**src/rtl/glyph_renderer_if.sv**
```systemverilog
// glyph_renderer_if
// Point stream from the glyph renderer to the framebuffer pixel writer.
//   out_x     : screen x of the current point
//   out_y     : screen y of the current point
//   out_color : 1 = foreground pixel, 0 = background fill pixel
//   out_valid : out_x/out_y/out_color carry a point
//   out_ready : writer accepts the current point this cycle
// master = renderer side, slave = pixel writer side.
interface glyph_renderer_if #(
  parameter int X_W = 8,
  parameter int Y_W = 7
);
  logic [X_W-1:0] out_x;
  logic [Y_W-1:0] out_y;
  logic           out_color;
  logic           out_valid;
  logic           out_ready;

  modport master (
    output out_x, out_y, out_color, out_valid,
    input  out_ready
  );

  modport slave (
    input  out_x, out_y, out_color, out_valid,
    output out_ready
  );
endinterface

```
**src/rtl/glyph_renderer.sv**
```systemverilog
// glyph_renderer
// Walks a latched FONT_W x FONT_H glyph bitmap and emits scaled screen points,
// one per cycle, over a valid/ready stream. With fill_bg set, clear pixels are
// emitted too and tagged with colour 0.
//   clock, reset : system clock, synchronous active-high reset
//   start        : begin a render (only honoured while idle)
//   glyph_bits   : bitmap, bit i = row i/FONT_W, col i%FONT_W, bit 0 top-left
//   origin_x/y   : screen position of the glyph's top-left corner
//   scale        : screen pixels per glyph pixel edge (0 behaves as 1)
//   fill_bg      : also emit background pixels
//   pix          : point stream (out_x, out_y, out_color, out_valid, out_ready)
//   busy         : high whenever not idle
//   done         : one-cycle pulse after the last point is accepted
module glyph_renderer #(
  parameter int FONT_W  = 5,
  parameter int FONT_H  = 7,
  parameter int X_W     = 8,
  parameter int Y_W     = 7,
  parameter int SCALE_W = 3
) (
  input  logic                       clock,
  input  logic                       reset,
  input  logic                       start,
  input  logic [FONT_W*FONT_H-1:0]   glyph_bits,
  input  logic [X_W-1:0]             origin_x,
  input  logic [Y_W-1:0]             origin_y,
  input  logic [SCALE_W-1:0]         scale,
  input  logic                       fill_bg,
  glyph_renderer_if.master           pix,
  output logic                       busy,
  output logic                       done
);

  localparam int NPIX  = FONT_W * FONT_H;
  localparam int IDX_W = $clog2(NPIX);
  localparam int COL_W = $clog2(FONT_W + 1);
  localparam int ROW_W = $clog2(FONT_H + 1);
  // Wide enough that origin + col*scale + sx never overflows before truncation.
  localparam int PX_W  = X_W + COL_W + SCALE_W + 1;
  localparam int PY_W  = Y_W + ROW_W + SCALE_W + 1;

  localparam logic [IDX_W-1:0] LAST_IDX = IDX_W'(NPIX - 1);
  localparam logic [COL_W-1:0] COL_LAST = COL_W'(FONT_W - 1);

  typedef enum logic [1:0] {IDLE, SCAN, EMIT, DONE} state_t;

  state_t               r_state;
  logic [NPIX-1:0]      r_glyph;
  logic [X_W-1:0]       r_originX;
  logic [Y_W-1:0]       r_originY;
  logic [SCALE_W-1:0]   r_scale;
  logic                 r_fill;
  logic [IDX_W-1:0]     r_idx;
  logic [COL_W-1:0]     r_col;
  logic [ROW_W-1:0]     r_row;
  logic [SCALE_W-1:0]   r_sx;
  logic [SCALE_W-1:0]   r_sy;
  logic [X_W-1:0]       r_outX;
  logic [Y_W-1:0]       r_outY;
  logic                 r_outColor;
  logic                 r_outValid;

  state_t               w_nextState;
  logic [IDX_W-1:0]     w_nextIdx;
  logic [COL_W-1:0]     w_nextCol;
  logic [ROW_W-1:0]     w_nextRow;
  logic [SCALE_W-1:0]   w_nextSx;
  logic [SCALE_W-1:0]   w_nextSy;
  logic                 w_step;
  logic                 w_drawn;
  logic                 w_lastIdx;
  logic [SCALE_W-1:0]   w_scaleLast;
  logic [PX_W-1:0]      w_xFull;
  logic [PY_W-1:0]      w_yFull;

  // Next-state logic: walks pixels in SCAN and sub-points in EMIT. The output
  // point is computed from the *next* counters so the registered outputs line
  // up with the state they belong to.
  always_comb begin
    w_nextState = r_state;
    w_nextIdx   = r_idx;
    w_nextCol   = r_col;
    w_nextRow   = r_row;
    w_nextSx    = r_sx;
    w_nextSy    = r_sy;
    w_step      = 1'b0;
    w_drawn     = r_glyph[r_idx] | r_fill;
    w_lastIdx   = (r_idx == LAST_IDX);
    w_scaleLast = r_scale - SCALE_W'(1);

    case (r_state)
      IDLE: begin
        if (start) begin
          w_nextState = SCAN;
          w_nextIdx   = '0;
          w_nextCol   = '0;
          w_nextRow   = '0;
          w_nextSx    = '0;
          w_nextSy    = '0;
        end
      end
      SCAN: begin
        if (w_drawn) begin
          w_nextState = EMIT;
          w_nextSx    = '0;
          w_nextSy    = '0;
        end else begin
          w_step      = 1'b1;
          w_nextState = w_lastIdx ? DONE : SCAN;
        end
      end
      EMIT: begin
        if (pix.out_ready) begin
          if (r_sx != w_scaleLast) begin
            w_nextSx = r_sx + SCALE_W'(1);
          end else if (r_sy != w_scaleLast) begin
            w_nextSx = '0;
            w_nextSy = r_sy + SCALE_W'(1);
          end else begin
            w_nextSx    = '0;
            w_nextSy    = '0;
            w_step      = 1'b1;
            w_nextState = w_lastIdx ? DONE : SCAN;
          end
        end
      end
      DONE: begin
        w_nextState = IDLE;
      end
      default: begin
        w_nextState = IDLE;
      end
    endcase

    // Row/column are tracked alongside the index to avoid a divider.
    if (w_step && !w_lastIdx) begin
      w_nextIdx = r_idx + IDX_W'(1);
      if (r_col == COL_LAST) begin
        w_nextCol = '0;
        w_nextRow = r_row + ROW_W'(1);
      end else begin
        w_nextCol = r_col + COL_W'(1);
      end
    end

    w_xFull = PX_W'(r_originX) + PX_W'(w_nextCol) * PX_W'(r_scale) + PX_W'(w_nextSx);
    w_yFull = PY_W'(r_originY) + PY_W'(w_nextRow) * PY_W'(r_scale) + PY_W'(w_nextSy);
  end

  // State, counters and registered point outputs.
  always_ff @(posedge clock) begin
    if (reset) begin
      r_state    <= IDLE;
      r_idx      <= '0;
      r_col      <= '0;
      r_row      <= '0;
      r_sx       <= '0;
      r_sy       <= '0;
      r_outX     <= '0;
      r_outY     <= '0;
      r_outColor <= 1'b0;
      r_outValid <= 1'b0;
    end else begin
      r_state    <= w_nextState;
      r_idx      <= w_nextIdx;
      r_col      <= w_nextCol;
      r_row      <= w_nextRow;
      r_sx       <= w_nextSx;
      r_sy       <= w_nextSy;
      r_outValid <= (w_nextState == EMIT);
      if (w_nextState == EMIT) begin
        r_outX     <= w_xFull[X_W-1:0];
        r_outY     <= w_yFull[Y_W-1:0];
        r_outColor <= r_glyph[w_nextIdx];
      end else begin
        r_outX     <= '0;
        r_outY     <= '0;
        r_outColor <= 1'b0;
      end
    end
  end

  // Render parameters are captured once at start so the decoder may move on.
  always_ff @(posedge clock) begin
    if (reset) begin
      r_glyph   <= '0;
      r_originX <= '0;
      r_originY <= '0;
      r_scale   <= SCALE_W'(1);
      r_fill    <= 1'b0;
    end else if (r_state == IDLE && start) begin
      r_glyph   <= glyph_bits;
      r_originX <= origin_x;
      r_originY <= origin_y;
      r_scale   <= (scale == '0) ? SCALE_W'(1) : scale;
      r_fill    <= fill_bg;
    end
  end

  assign pix.out_x     = r_outX;
  assign pix.out_y     = r_outY;
  assign pix.out_color = r_outColor;
  assign pix.out_valid = r_outValid;
  assign busy          = (r_state != IDLE);
  assign done          = (r_state == DONE);

endmodule

```
**src/flat_wrapper.sv**
```systemverilog
// flat-port wrapper written by rule: the top's interface ports become plain ports
module glyph_renderer_flat 
#(
  parameter int FONT_W  = 5,
  parameter int FONT_H  = 7,
  parameter int X_W     = 8,
  parameter int Y_W     = 7,
  parameter int SCALE_W = 3
)
  (clock, reset, start, glyph_bits, origin_x, origin_y, scale, fill_bg, busy, done, pix_out_x, pix_out_y, pix_out_color, pix_out_valid, pix_out_ready);
  glyph_renderer_if #(.X_W(X_W), .Y_W(Y_W)) pix_i ();
  input  logic clock;
  input  logic reset;
  input  logic start;
  input  logic [FONT_W*FONT_H-1:0] glyph_bits;
  input  logic [X_W-1:0] origin_x;
  input  logic [Y_W-1:0] origin_y;
  input  logic [SCALE_W-1:0] scale;
  input  logic fill_bg;
  output logic busy;
  output logic done;
  output wire logic [$bits(pix_i.out_x)-1:0] pix_out_x;
  output wire logic [$bits(pix_i.out_y)-1:0] pix_out_y;
  output wire logic [$bits(pix_i.out_color)-1:0] pix_out_color;
  output wire logic [$bits(pix_i.out_valid)-1:0] pix_out_valid;
  input wire logic [$bits(pix_i.out_ready)-1:0] pix_out_ready;
  assign pix_out_x = pix_i.out_x;
  assign pix_out_y = pix_i.out_y;
  assign pix_out_color = pix_i.out_color;
  assign pix_out_valid = pix_i.out_valid;
  assign pix_i.out_ready = pix_out_ready;
  glyph_renderer #(.FONT_W(FONT_W), .FONT_H(FONT_H), .X_W(X_W), .Y_W(Y_W), .SCALE_W(SCALE_W)) u_core (.clock(clock), .reset(reset), .start(start), .glyph_bits(glyph_bits), .origin_x(origin_x), .origin_y(origin_y), .scale(scale), .fill_bg(fill_bg), .pix(pix_i), .busy(busy), .done(done));
endmodule
```
**config.mk**
```make
export PLATFORM = sky130hd
export DESIGN_NAME = glyph_renderer_flat
export DESIGN_NICKNAME = d
export VERILOG_FILES = /design/src/rtl/glyph_renderer_if.sv /design/src/rtl/glyph_renderer.sv /design/src/flat_wrapper.sv
export SDC_FILE = /design/constraint.sdc
export NUM_CORES = 1
export LEC_CHECK = 0
export CORE_MARGIN = 4
export CORE_UTILIZATION = 56
export CTS_CLUSTER_SIZE = 20
export DETAILED_ROUTE_END_ITERATION = 12
export HOLD_SLACK_MARGIN = 0.1
export PLACE_DENSITY = 0.81
export SLEW_MARGIN = 40
export SYNTH_ARGS = -nofsm -noshare
export SYNTH_HDL_FRONTEND = slang
export SYNTH_SLANG_ARGS = --single-unit
```
**constraint.sdc**
```tcl
create_clock -name clock -period 6.3 [get_ports clock]
set_input_delay 1.26 -clock clock [delete_from_list [all_inputs] [get_ports clock]]
set_output_delay 1.26 -clock clock [all_outputs]
set_load 0.1 [all_outputs]
```
==> summary.txt, run 1 <==
Status
  • Status: completed

Finish
  • Final Net Count: roughly 830
  • Footprint of the multi-input gates: 3440 um2
  • Area Overhead vs Synth: 15.6%
  • # fillers: about 820
  • Register Area: about 1800 um2
  • Layout cell share with drive strength beyond 1: between 10% and 20%
  • ANT cells: 0

Worst setup path
  • Critical Path Sink Type: flip-flop
  • CP Data Required Time: ~6.6 ns
  • Cell chain of the critical path: mux4_1 > mux2i_1 > a311o_1 > o21ai_2 > nand2_1 > nand3_1 > o21ai_1 > nand2_1 > fa_1 > fa_1 > fa_1 > inv_1 > ha_1 > a21o_1 > a21o_1 > a21o_1 > a21oi_1 > xnor2_1 > nor2_1
  • CP Class: flip-flop to flip-flop
  • Crit path max-delay family: adder cells
  • Worst EP arrival: 6.10 ns
  • Crit-path max FO: 9
  • Slowest-stage cell, CP: mux4_1
  • Startpoint class of the critical path: flip-flop
  • CP max stage delay: 0.61 ns
  • Worst path bufs/invs: 1

Pwr
  • PwrDens: around 190 nW/um2
  • Switching share of power: between 30 and 40%
  • Internal power: about 0.86 mW
  • Maximum vdd drop: roughly 0.12 mV
  • Total power: between 1 and 1.5 mW
  • Lkg Pwr: about 2.9 nW
  • Sequential Power Share: 50.9%
  • Comb pwr share: 19.2%
  • Clock power share: between 20% and 30%
  • Net switching power figure: about 0.37 mW

Clock tree
  • Setup bufs post-CTS: 0
  • Sink Count: roughly 90
  • Max Root-Sink Buffers: 2
  • CTS tree: built
  • Total CTS buffers: 9
  • Clock Latency Late Sink: ~0.37 ns
  • Clock Root Buffer: clkbuf_8
  • H-Tree Depth: 3
  • Clk pin slew, worst setup/hold paths: 0.09 ns

Timing
  • Fmax: 171 MHz
  • Pins Over Slew Limit: 0
  • Max-slew headroom: 48.3%
  • Final period util: 92.7%
  • Final setup fails: 0
  • RSZ-0062 raised after global routing: false
  • Layout Skew: between 0.007 and 0.008 ns
  • Worst slew pin tran: about 0.78 ns
  • Setup TNS: 0 ns
  • Final Hold Vio Count: 0
  • Tmin final: about 5.8 ns
  • Setup ws final: around 0.46 ns

Global route
  • Initial antenna violation count: 0
  • First-pass GRT wire length: about 22 mm
  • Grt total ovfl: 0
  • Largest net degree at the start of global routing: between 70 and 80
  • Vias in the first global route: approximately 4,600
  • Gr usage total: ~23%

Yosys
  • Sequential area share after synthesis: between 30% and 40%
  • Post-synth EDFFs: 0
  • Post-Syn Area: between 5000 and 6000 um2
  • Synth Instances: 655
  • Post-Syn Nets: about 770
  • Post-synth top area cell: dfxtp_1
  • Cell variety after synth: between 70 and 80
  • Synthesis-stage register bit count: 91
  • Main synth FF type: dfxtp_1
  • Top-area cell type share of the netlist area: 32.3%
  • Synth Warn #: 0
  • Synth Area per Inst: approximately 8.6 um2
  • Async SR Flop Fraction: 0%
  • Synth area leaders: dfxtp_1, nand2_1, ha_1, a21oi_1, fa_1

Routing
  • DRT antenna net count: 0
  • Avg Vias per Cell: approximately 5.5
  • DRT Pass-1 Iters: 5
  • WL per Instance: between 15 and 20 um
  • Number of DRC markers in iteration 0: between 200 and 300
  • Drt drc: 0
  • Routed WL: around 13 mm
  • Via count: roughly 4,700

Floorplanning
  • Die height: between 100 and 150 um
  • Initial Utilization: around 58%
  • I/O pin total: just under 80
  • Die ar.: 11,700 um2
  • Die X: about 110 um
  • Cell Rows: 36
  • CORE AREA: a little under 10,000 um2

Run
  • Max-cap viol count: 0

Placement
  • Input/output buffers: 76
  • Final HPWL DP: slightly below 10 mm
  • Setup WS pre-CTS: approximately 0.055 ns
  • GPL Wtd Cong: between 0.9 and 1

Min path
  • Hold Path Class: flip-flop to flip-flop
worst paths after layout:
check | from | to | slack [ns] | cells past startpoint
worst min register to register | u_core.r_originY[1]$_SDFFE_PP0P_ | u_core.r_originY[1]$_SDFFE_PP0P_ | 0.46 | 2
worst max register to register | u_core.r_idx[0]$_SDFF_PP0_ | u_core.pix.out_y[6]$_SDFF_PP0_ | 0.46 | 19
worst min-delay path | u_core.r_originY[1]$_SDFFE_PP0P_ | u_core.r_originY[1]$_SDFFE_PP0P_ | 0.46 | 2
worst max-delay path | u_core.r_idx[0]$_SDFF_PP0_ | u_core.pix.out_y[6]$_SDFF_PP0_ | 0.46 | 19
cell usage in the layout, fill, tap and decap left out, types with 15 or more instances in the layout:
master           instances
nor2_1                  35
a21oi_1                 66
ha_1                    39
and2_1                  15
clkdlybuf4s50_1         56
nand2_1                136
inv_1                   45
dfxtp_1                 91
buf_2                   20
mux2i_1                 17
stage by stage:
stage / util [%] / area, um2 / instances / hold WS, ns
after floorplan: - / 5640 / 655 / 0.436
after global placement: 65.8 / 6430 / 840 / 0.446
after detailed placement: 64.8 / 6340 / 840 / 0.453
after CTS: 66.7 / 6520 / 856 / 0.466
after global routing: 66.7 / 6520 / 856 / 0.487
final: 66.7 / 6520 / 856 / 0.464
sequential cells by signal, summed over array words and instances (netlist names):
name / flops
u_core.pix.out_valid: 1
u_core.r_row: 3
u_core.r_idx: 6
u_core.r_originY: 7
u_core.r_glyph: 35
u_core.r_state: 2
u_core.r_fill: 1
u_core.r_scale: 3
u_core.r_sy: 3
u_core.pix.out_x: 8
u_core.r_sx: 3
u_core.r_originX: 8
u_core.pix.out_color: 1
u_core.pix.out_y: 7
u_core.r_col: 3
layer usage:
| layer | track usage, % | wire length [um] | vias up | share of wire (%) |
|---|---|---|---|---|
| met3 | 3.88 | 783 | 20 | 6.0 |
| met2 | 38.5 | 6080 | 142 | 47 |
| met5 | 0 | 0 | - | 0 |
| met4 | 6.76 | 224 | 0 | 1.7 |
| met1 | 31.3 | 5970 | 2226 | 46 |
| li1 | - | - | 2343 | - |
area by class of cell:
| class | instances | share of cell area, % |
|---|---|---|
| repair buffers | 87 | 11.4 |
| inverters | 45 | 2.59 |
| well taps | 133 | 2.55 |
| multi-input cells | 484 | 52.8 |
| clock inverters | 5 | 0.576 |
| flip-flops and latches | 91 | 28.0 |
| clock buffers | 11 | 2.17 |
worst min-delay path, delay by kind of cell, from the launching register on:
family | cells | cell delay [ns]
AOI/OAI and AO/OA | 1 | 0.05
and+or+nand+nor | 1 | 0.05
DFF | 1 | 0.32
Yosys cell counts (4+ instances only):
master	number
nand2b_1	6
nand3b_1	5
nand2_1	137
xnor2_1	12
fa_1	14
nor2_1	35
a21o_1	14
a211oi_1	5
dfxtp_1	91
nor3b_1	6
nor3_1	4
a21oi_1	66
mux2i_1	17
mux4_1	4
xor2_1	6
mux2_2	4
clkbuf_1	22
and2_1	16
inv_1	45
nand3_1	7
o21ai_0	14
nor2b_1	13
ha_1	39
power groups by stage:
| stage | clock network (mW) | logic [mW] | registers (mW) |
|---|---|---|---|
| final | 0.369 | 0.237 | 0.629 |
| after global routing | 0.402 | 0.264 | 0.633 |
| after CTS | 0.374 | 0.237 | 0.628 |
| after detailed placement | 0 | 0.236 | 0.642 |
| after global placement | 0 | 0.231 | 0.640 |
| after floorplan | 0 | 0.161 | 0.633 |
repair_timing:
item,in CTS,in global routing
gates resized for setup,0,1
setup endpoints to repair,0,1
endpoints found under the hold margin,0,0
hold buffers,0,0
cells by family after synthesis:
| logic type | synth area share, % |
|---|---|
| AOI/OAI and AO/OA | 16.7 |
| xor gates and xnor gates | 2.80 |
| adders and majority gates | 13.6 |
| buffers and inverters | 6.79 |
| DFF | 32.3 |
| muxes | 6.88 |
| and+or+nand+nor | 20.9 |
Power figures use the tool's default switching activity.
==> inputs of run 2 (changes only) <==
ABC_AREA = 1   (was unset)
CAP_MARGIN = 0   (was unset)
CORE_UTILIZATION = 55   (was 56)
HOLD_SLACK_MARGIN = unset   (was 0.1)
PLACE_DENSITY = 0.8   (was 0.81)
==> run 2 against run 1 <==
  * First-iteration DRC count grew 6.3%
  * Worst setup slack lost 0.12 ns
  * Maximum frequency shrank 2.0%
  * Flip-flop and latch count is the same
  * Die area shrank 1.6%
  * Synthesized cell count grew 16%
  * Critical endpoint unchanged
  * Largest cell class unchanged
==> summary.txt, run 2 <==
Finish
  • # fillers: about 880
  • Fin cells: 965
  • Most frequent cells in the layout: nand2_1, nor2_1, inv_1
  • Area Overhead vs Synth: 17.8%
  • Largest register FFs: 35
  • Final Core Density: 66.2%
  • Final Net Count: approximately 940
  • Layout cell share with drive strength beyond 1: under 10%
  • Commonest non-fill, non-tap cell in the layout: nand2_1
  • ANT cells: 0
  • Largest register by flop count: u_core.r_glyph
  • Register Area: between 1500 and 2000 um2
  • Footprint of the multi-input gates: 3080 um2

Floorplanning
  • Initial Utilization: between 50 and 60%
  • Die height: roughly 110 um
  • I/O pin total: 77
  • Cell Rows: 36
  • CORE AREA: just under 10,000 um2
  • Die ar.: ~12,000 um2
  • Die X: around 110 um

Global route
  • Gr usage total: between 20% and 30%
  • Largest net degree at the start of global routing: 54
  • First-pass GRT wire length: about 23 mm
  • Vias in the first global route: 4,922
  • Grt total ovfl: 0
  • Initial antenna violation count: 0

Worst setup path
  • Crit-path max FO: 7
  • Critical Path Sink Type: flip-flop
  • Cell chain of the critical path: clkdlybuf4s50_1 > nand3_1 > inv_1 > nand3_2 > nand2_4 > nand2_8 > nor2_2 > mux2_2 > or2_2 > fa_1 > fa_1 > fa_1 > inv_1 > ha_1 > a21oi_1 > nor2_1 > nor2_1 > nor2_1 > o21ai_0 > a21o_1 > a21oi_1
  • CP max stage delay: a little under 0.6 ns
  • CP Class: input port to flip-flop
  • Startpoint class of the critical path: input port
  • CP Data Required Time: between 6 and 7 ns
  • Slowest-stage cell, CP: fa_1
  • Worst EP arrival: about 6.2 ns

Timing
  • Max-slew headroom: roughly three fifths
  • Final setup fails: 0
  • Worst slew pin tran: 0.577 ns
  • Fmax: 168 MHz
  • Layout Skew: between 0.01 and 0.015 ns
  • RSZ-0062 raised after global routing: false
  • Hold Slack: around 0.47 ns
  • Tmin final: between 5 and 6 ns
  • Pins Over Slew Limit: 0
  • Final Hold Vio Count: 0
  • Final period util: 94.6%

Yosys
  • Synth Instances: about 760
  • Largest family of logic cells by synthesized area: simple AND/OR/NAND/NOR gates
  • Compound-Gate Fraction of Synth Area: between 15 and 20%
  • Mux share of post-synthesis cell area: 0.391%
  • Post-synth EDFFs: 0
  • Post-Syn Area: 5440 um2
  • Post-synthesis adder-cell area fraction: between 10 and 15%
  • Simple-Gate Fraction of Synth Area: between 20% and 30%
  • Cell variety after synth: 46
  • Main synth FF type: dfxtp_1
  • Synth Area per Inst: a little over 7 um2
  • Count leader, synth: nand2_1
  • Most frequent cells after synthesis: nand2_1, nor2_1, inv_1, dfxtp_1, o21ai_0
  • Top-area cell type share of the netlist area: 33.5%
  • Post-Synth XOR/XNOR Area: about 1.4%
  • Synth area leaders: dfxtp_1, ha_1, nand2_1, nor2_1, inv_1
  • Post-synth top area cell: dfxtp_1
  • Synth Warn #: 0
  • Post-Syn Nets: 869
  • Synthesis-stage register bit count: just over 90
  • Sequential area share after synthesis: 33.5%
  • Async SR Flop Fraction: 0%

Routing
  • Number of DRC markers in iteration 0: between 200 and 300
  • WL per Instance: 14.1 um
  • Drt drc: 0
  • Via count: a little over 5,000
  • Avg Vias per Cell: 5.30
  • DRT antenna net count: 0
  • Routed WL: about 14 mm
  • DRT Pass-1 Iters: 5

Pwr
  • Lkg Pwr: ~3 nW
  • PwrDens: about 360 nW/um2
  • Maximum vdd drop: ~0.18 mV
  • Total power: about 2.3 mW

Clock tree
  • H-Tree Depth: 3
  • Total CTS buffers: 9
  • Clock Root Buffer: clkbuf_8
  • Setup bufs post-CTS: 0
  • Sink Count: 91
  • CTS tree: built
  • Clock Latency Late Sink: 0.38 ns
  • Resized cells post-CTS: 0
  • Clk pin slew, worst setup/hold paths: 0.09 ns
  • Max Root-Sink Buffers: 2
  • Post-CTS Hold Buffers: 0

Placement
  • Input/output buffers: 76
  • Final HPWL DP: around 10 mm
  • Placed insts: about 950
  • GPL Wtd Cong: just over 0.9

Run
  • Max-cap viol count: 0

Status
  • Status: completed

Min path
  • Hold Path Class: flip-flop to flip-flop
==> run 2: cell types whose count changed after synthesis, moves of 9 or more <==
| cell | delta |
|---|---|
| nor2_1 | +74 |
| inv_1 | +58 |
| o21ai_0 | +55 |
| nand3_1 | +37 |
| nand2_1 | -19 |
| mux2i_1 | -16 |
| and2_1 | -15 |
| a21o_1 | -13 |
| nor2b_1 | -13 |
| xnor2_1 | -9 |
==> run 2: per-stage QoR <==
step / setup slack, ns / cell area (um2) / TNS [ns]
4_1_cts: 0.339 / 6410 / 0
2_1_floorplan: 0.768 / 5440 / 0
6_report: 0.338 / 6410 / 0
3_3_place_gp: 0.232 / 6320 / 0
5_1_grt: 0.0608 / 6410 / 0
3_5_place_dp: -0.0199 / 6220 / -0.0199
==> run 2: power breakdown <==
part | total, mW | switching (mW) | internal, mW
Clock | 0.383 | 0.233 | 0.150
Combinational | 1.14 | 0.775 | 0.363
Sequential | 0.769 | 0.0706 | 0.699
==> run 2: worst paths after layout <==
kind	from	end	slack (ns)	cells after the start
setup reg to reg	u_core.r_scale[0]$_SDFFE_PP1P_	u_core.pix.out_y[6]$_SDFF_PP0_	0.47	23
hold / removal	u_core.r_glyph[10]$_SDFFE_PP0P_	u_core.r_glyph[10]$_SDFFE_PP0P_	0.47	2
setup / recovery	pix_out_ready	u_core.pix.out_y[6]$_SDFF_PP0_	0.34	21
hold reg to reg	u_core.r_glyph[10]$_SDFFE_PP0P_	u_core.r_glyph[10]$_SDFFE_PP0P_	0.47	2
==> run 2: worst max-delay path, delay by kind of cell <==
family,cells,cell delay (ns)
and+or+nand+nor,9,1.27
buffers and inverters,3,0.75
adders and majority gates,4,1.89
AOI/OAI and AO/OA,4,0.63
muxes,1,0.39
==> run 2: layer usage <==
layer,vias to the layer above,GRT usage (%),wire (um)
li1,2570,-,-
met1,2380,31.1,5900
met2,142,42.2,6520
met3,24,3.30,813
met4,0,9.02,326
met5,-,0,0
==> run 2: cell families after synthesis <==
logic type | count (synthesis)
adders and majority gates | 53
AOI/OAI and AO/OA | 158
DFF | 91
and+or+nand+nor | 307
buffers and inverters | 138
xor gates and xnor gates | 9
muxes | 2
==> run 2: area by class of cell <==
| type | instances | area share, % |
|---|---|---|
| clock buffer | 9 | 1.93 |
| multi-input combinational | 529 | 48.1 |
| clock inverter | 7 | 0.917 |
| sequential | 91 | 28.4 |
| timing repair buffer | 88 | 11.7 |
| inverter | 108 | 6.32 |
| tap | 133 | 2.60 |
